[config.mk]
export PLATFORM = sky130hd
export DESIGN_NAME = hash_msg_streamer
export DESIGN_NICKNAME = d
export VERILOG_FILES = /design/src/rtl/hash_msg_streamer_pkg.sv /design/src/rtl/hash_msg_fifo.sv /design/src/rtl/hash_msg_streamer.sv
export SDC_FILE = /design/constraint.sdc
export NUM_CORES = 1
export LEC_CHECK = 0
export CAP_MARGIN = 20
export CORE_AREA = 5 5 181 183
export CTS_BUF_LIST = sky130_fd_sc_hd__clkbuf_16
export DETAILED_ROUTE_END_ITERATION = 12
export DIE_AREA = 0 0 186 188
export PLACE_DENSITY_LB_ADDON = 0.15
export SYNTH_ARGS = -nofsm -noshare
export SYNTH_HDL_FRONTEND = slang
export SYNTH_HIERARCHICAL = 1
export SYNTH_SLANG_ARGS = --single-unit
export TNS_END_PERCENT = 50
[constraint.sdc]
create_clock -name clk -period 4.96 [get_ports clk]
set_input_delay 1.24 -clock clk [delete_from_list [all_inputs] [get_ports clk]]
set_output_delay 1.24 -clock clk [all_outputs]
set_load 0.1 [all_outputs]
[src/rtl/hash_msg_streamer_pkg.sv]
// Shared definitions for the hash message streamer: parameter defaults,
// FSM state encoding and the nibble-to-ASCII helper used for the digest.
package hash_msg_streamer_pkg;

  localparam int DEPTH_DEF = 16;
  localparam int GAP_W_DEF = 3;

  typedef enum logic [2:0] {
    IDLE,
    SEND,
    GAP,
    WAIT_DIG,
    HEX,
    FIN
  } state_t;

  // Lowercase hex: 0-9 -> 0x30-0x39, a-f -> 0x61-0x66
  function automatic logic [7:0] nib2asc(input logic [3:0] n);
    logic [7:0] v;
    v = {4'h0, n};
    return (n < 4'd10) ? (8'h30 + v) : (8'h57 + v);
  endfunction

endpackage

[src/rtl/hash_msg_fifo.sv]
// Synchronous byte FIFO holding the message before it is streamed out.
// Ports:
//   clk, rst_n        clock, async active-low reset (empties the FIFO)
//   wr_en, wr_data    push a byte (ignored when full)
//   rd_en             pop the oldest byte (ignored when empty)
//   rd_data           oldest byte, valid whenever !empty (show-ahead)
//   full, empty       occupancy flags
//   count             number of stored bytes, 0..DEPTH
module hash_msg_fifo
  import hash_msg_streamer_pkg::*;
#(
  parameter int DEPTH = DEPTH_DEF,
  localparam int AW = $clog2(DEPTH)
) (
  input  logic          clk,
  input  logic          rst_n,
  input  logic          wr_en,
  input  logic [7:0]    wr_data,
  input  logic          rd_en,
  output logic [7:0]    rd_data,
  output logic          full,
  output logic          empty,
  output logic [AW:0]   count
);

  logic [7:0]  mem [DEPTH];
  logic [AW:0] wr_ptr;
  logic [AW:0] rd_ptr;

  // Pointers carry one extra wrap bit so full and empty are distinguishable.
  assign count   = wr_ptr - rd_ptr;
  assign full    = (count == (AW+1)'(DEPTH));
  assign empty   = (count == '0);
  assign rd_data = mem[rd_ptr[AW-1:0]];

  always_ff @(posedge clk or negedge rst_n) begin
    if (!rst_n) begin
      wr_ptr <= '0;
      rd_ptr <= '0;
    end else begin
      if (wr_en && !full)  wr_ptr <= wr_ptr + 1'b1;
      if (rd_en && !empty) rd_ptr <= rd_ptr + 1'b1;
    end
  end

  always_ff @(posedge clk) begin
    if (wr_en && !full) mem[wr_ptr[AW-1:0]] <= wr_data;
  end

endmodule

[src/rtl/hash_msg_streamer.sv]
// Buffers an ASCII message, streams it byte by byte to a hash core with a
// programmable idle gap, waits for the digest and emits it as 16 lowercase
// hex characters over a valid/ready handshake.
// Ports:
//   clk, rst_n              clock, async active-low reset
//   wr_valid/wr_data/wr_ready   host byte write (accepted only in IDLE)
//   start, c_init, gap      begin hashing; c_init/gap sampled on accepted start
//   busy                    high from accepted start until back in IDLE
//   M_valid, M, C_in        byte strobe, byte and init value to the hash core
//   hash_ready, digest_out  digest from the hash core
//   hex_valid/hex_char/hex_ready   hex digit stream to the sink
//   done                    one-cycle pulse after the last digit is taken
//
// state    | meaning
// ---------+-------------------------------------------------------------
// IDLE     | accept host bytes, wait for start with a non-empty buffer
// SEND     | strobe oldest byte to the core and pop it
// GAP      | idle cycles between bytes (down-counter, ends at count 1)
// WAIT_DIG | wait for hash_ready, latch digest
// HEX      | present digest nibbles MSB first until 16 are accepted
// FIN      | done pulse
module hash_msg_streamer
  import hash_msg_streamer_pkg::*;
#(
  parameter int DEPTH = DEPTH_DEF,
  parameter int GAP_W = GAP_W_DEF
) (
  input  logic             clk,
  input  logic             rst_n,
  input  logic             wr_valid,
  input  logic [7:0]       wr_data,
  output logic             wr_ready,
  input  logic             start,
  input  logic [63:0]      c_init,
  input  logic [GAP_W-1:0] gap,
  output logic             busy,
  output logic             M_valid,
  output logic [7:0]       M,
  output logic [63:0]      C_in,
  input  logic             hash_ready,
  input  logic [63:0]      digest_out,
  output logic             hex_valid,
  output logic [7:0]       hex_char,
  input  logic             hex_ready,
  output logic             done
);

  localparam int AW = $clog2(DEPTH);

  state_t           state_q, state_d;
  logic             ready_en_q;
  logic [63:0]      c_q;
  logic [7:0]       m_q;
  logic [GAP_W-1:0] gap_ld_q;
  logic [GAP_W-1:0] gap_cnt_q;
  logic [63:0]      dig_q;
  logic [3:0]       nib_cnt_q;

  logic             pop, take_start, take_dig, hex_adv;
  logic [7:0]       fifo_rd;
  logic             fifo_full, fifo_empty;
  logic [AW:0]      fifo_count;

  hash_msg_fifo #(.DEPTH(DEPTH)) u_fifo (
    .clk     (clk),
    .rst_n   (rst_n),
    .wr_en   (wr_valid && wr_ready),
    .wr_data (wr_data),
    .rd_en   (pop),
    .rd_data (fifo_rd),
    .full    (fifo_full),
    .empty   (fifo_empty),
    .count   (fifo_count)
  );

  always_ff @(posedge clk or negedge rst_n) begin
    if (!rst_n) state_q <= IDLE;
    else        state_q <= state_d;
  end

  always_comb begin
    state_d    = state_q;
    pop        = 1'b0;
    take_start = 1'b0;
    take_dig   = 1'b0;
    hex_adv    = 1'b0;
    wr_ready   = 1'b0;
    busy       = (state_q != IDLE);
    M_valid    = 1'b0;
    M          = m_q;
    C_in       = c_q;
    hex_valid  = 1'b0;
    hex_char   = 8'h00;
    done       = 1'b0;
    case (state_q)
      IDLE: begin
        wr_ready = ready_en_q && !fifo_full;
        if (start && !fifo_empty) begin
          take_start = 1'b1;
          state_d    = SEND;
        end
      end
      SEND: begin
        pop     = 1'b1;
        M_valid = 1'b1;
        M       = fifo_rd;
        // count still includes the byte being popped
        state_d = (fifo_count > (AW+1)'(1)) ? GAP : WAIT_DIG;
      end
      GAP: begin
        if (gap_cnt_q <= GAP_W'(1)) state_d = SEND;
      end
      WAIT_DIG: begin
        if (hash_ready) begin
          take_dig = 1'b1;
          state_d  = HEX;
        end
      end
      HEX: begin
        hex_valid = 1'b1;
        hex_char  = nib2asc(dig_q[63:60]);
        if (hex_ready) begin
          hex_adv = 1'b1;
          if (nib_cnt_q == 4'hf) state_d = FIN;
        end
      end
      FIN: begin
        done    = 1'b1;
        state_d = IDLE;
      end
      default: state_d = IDLE;
    endcase
  end

  always_ff @(posedge clk or negedge rst_n) begin
    if (!rst_n) begin
      ready_en_q <= 1'b0;
      c_q        <= '0;
      m_q        <= '0;
      gap_ld_q   <= GAP_W'(1);
      gap_cnt_q  <= '0;
      dig_q      <= '0;
      nib_cnt_q  <= '0;
    end else begin
      // keeps wr_ready low until the first clock after reset release
      ready_en_q <= 1'b1;
      if (take_start) begin
        c_q      <= c_init;
        gap_ld_q <= (gap == '0) ? GAP_W'(1) : gap;
      end
      if (pop) begin
        m_q       <= fifo_rd;
        gap_cnt_q <= gap_ld_q;
      end else if (state_q == GAP) begin
        gap_cnt_q <= gap_cnt_q - 1'b1;
      end
      if (take_dig) begin
        dig_q     <= digest_out;
        nib_cnt_q <= '0;
      end else if (hex_adv) begin
        dig_q     <= {dig_q[59:0], 4'h0};
        nib_cnt_q <= nib_cnt_q + 1'b1;
      end
    end
  end

endmodule

==> results_dict.tcl <==
set metrics [dict create \
    htree_levels 2 \
    ioPinCount 230 \
    floorplan.initialDensity 0.3913 \
    clock_sinks 288 \
    cts_resized 0 \
    ir_worst_vdd_mv 0.3258 \
    drc_errors 0 \
    drive_gt1_frac 0.1918 \
    skew_ps 21.49 \
    post-route-period-util 0.8916 \
    antenna_cells 0 \
    p_leak_nw 6.119 \
    vias 7196 \
    die_area_um2 34970 \
    cp_cell_sequence "buf_4, mux4_2, mux4_2, mux2_2, buf_4" \
    hold-worst-slack_ps 487.5 \
    finalSetupViolCount 0 \
    maxSlewHeadroom 0.3038 \
    area_growth_pct 30.85 \
    tns_ps 0 \
    final_nets 1184 \
    drt-total-wl_um 28320 \
    hold_class "flop to flop" \
    p_int_mw 6.557 \
    clk_path_buf_depth 3 \
    grt_pass1_wl_um 44640 \
    postCtsSetupRepairBufs 0 \
    fin_crit_ps 4422 \
    drv_slew 0 \
    crit_required_ps 3720 \
    die_width_um 186 \
    crit_slowest_cell "mux4_2" \
    cp_slowest_stage_delay_ps 590 \
    viasPerCell 4.963 \
    detail-route-antenna-nets 0 \
    cts_made_buffers 35 \
    cts.clk_slew.worst_paths_ps 60 \
    io_buffers 228 \
    status "finished clean" \
    fin_ws_ps 537.5 \
    core_um2 31070 \
    hold_buffers 0 \
    ctsRootBufferMaster "clkbuf_16" \
    gr-total-overflow 0 \
    cts_tree "done" \
    die_y_um 188 \
    dp_hpwl_um 19340 \
    endpoint_kind "output pin" \
    max_freq_mhz 226.1 \
    crit_fanout 27 \
    yosys_warnings 6 \
    worst_pin_slew_ps 1044 \
    powerDensity_nw_per_um2 746.1 \
    wl_per_cell_um 19.53 \
    avgSynthCellArea_um2 15.31 \
    netlist_area_um2 12160 \
    grt_use_total 0.1623 \
    syn_inst 794 \
    critical_path_class "flop to output pin" \
    drtIter0Drc 473 \
    seqPwrFrac 0.305 \
    finalHoldViolCount 0 \
    grt_pass1_vias 7671 \
    critPathArrivalTime_ps 3180 \
    placed_cell_area_um2 14830 \
    rsz0062_at_grt "false" \
    place_inst 1390 \
    syn-num-nets 953 \
    netSwitchingPower_mw 5.312 \
    final_cells 1450 \
    num_rows 65 \
    start_kind "flop" \
    final_cell_mix "clkdlybuf4s50_1 (214), dfrtp_1 (158), edfxtp_1 (128), nor2_1 (81), a21oi_1 (70)" \
    grt_max_degree 80 \
    clkPwrFrac 0.201 \
    antenna_found_initial 0 \
    final_common_cell "clkdlybuf4s50_1" \
    place_congestion 0.7961 \
    dp_slack_ps 1007 \
    drt_pass1_iterations 4 \
    swShare 0.4475 \
    comb_power_share 0.494 \
    clock_latency_ps 510 \
    final_cell_area_um2 15910 \
    drv_cap 0 \
]
[worst paths after layout]
path | endpoint | slack (ps) | startpoint | depth (start not counted)
min in group asynchronous | m_q[0]$_DFFE_PN0P_ | 780 | rst_n | 1
max in group asynchronous | gap_ld_q[0]$_DFFE_PN1P_ | 3160 | rst_n | 2
min reg2reg | u_fifo/wr_ptr[4]$_DFFE_PN0P_ | 490 | u_fifo/wr_ptr[4]$_DFFE_PN0P_ | 1
min | u_fifo/wr_ptr[4]$_DFFE_PN0P_ | 490 | u_fifo/wr_ptr[4]$_DFFE_PN0P_ | 1
max | M[4] | 540 | u_fifo/rd_ptr[0]$_DFFE_PN0P_ | 5
max reg2reg | u_fifo/mem[2][1]$_DFFE_PP_ | 1230 | u_fifo/rd_ptr[3]$_DFFE_PN0P_ | 9
[metal layers]
layer	wire (um)	vias up	track usage
met5	0	-	0
met4	435	0	0.03615
met3	1975	33	0.03666
met2	13800	213	0.2621
met1	12100	3567	0.2257
li1	-	3383	-
[final cells by class]
type | instances | area, um^2
fillers | 2694 | 15160
flip-flops and latches | 288 | 7850
multi-input cells | 445 | 4025
repair buffers | 241 | 2399
clock buffers | 36 | 900.9
well taps | 402 | 503.0
clock inverters | 24 | 176.4
inverters | 14 | 52.55
[power by group through the flow]
stage	Sequential, mW	Clock (mW)	Combinational [mW]
after floorplan	5.47	0	2.73
after global placement	3.66	0	5.87
after detailed placement	3.67	0	5.91
after CTS	3.64	2.45	5.93
after global routing	3.73	2.57	6.18
final	3.62	2.38	5.86
[flip-flops by register name, summed over array words and instances, names as in the netlist]
name	cells
m_q	8
gap_cnt_q	3
C_in	64
u_fifo/mem	128
u_fifo/wr_ptr	5
dig_q	64
state_q	3
gap_ld_q	3
ready_en_q	1
nib_cnt_q	4
u_fifo/rd_ptr	5
[per-stage QoR]
stage	power, mW	util
after global placement	9.530	0.4773
after CTS	12.02	0.5120
after detailed placement	9.588	0.4773
final	11.87	0.5120
after floorplan	8.202	-
after global routing	12.48	0.5120
[critical path: cells and delay by family, from the launching register on]
kind | cells | cell delay (ps)
muxes | 3 | 1360
DFF | 1 | 530
buffers and inverters | 2 | 750
(Power assumes the default switching activity.)
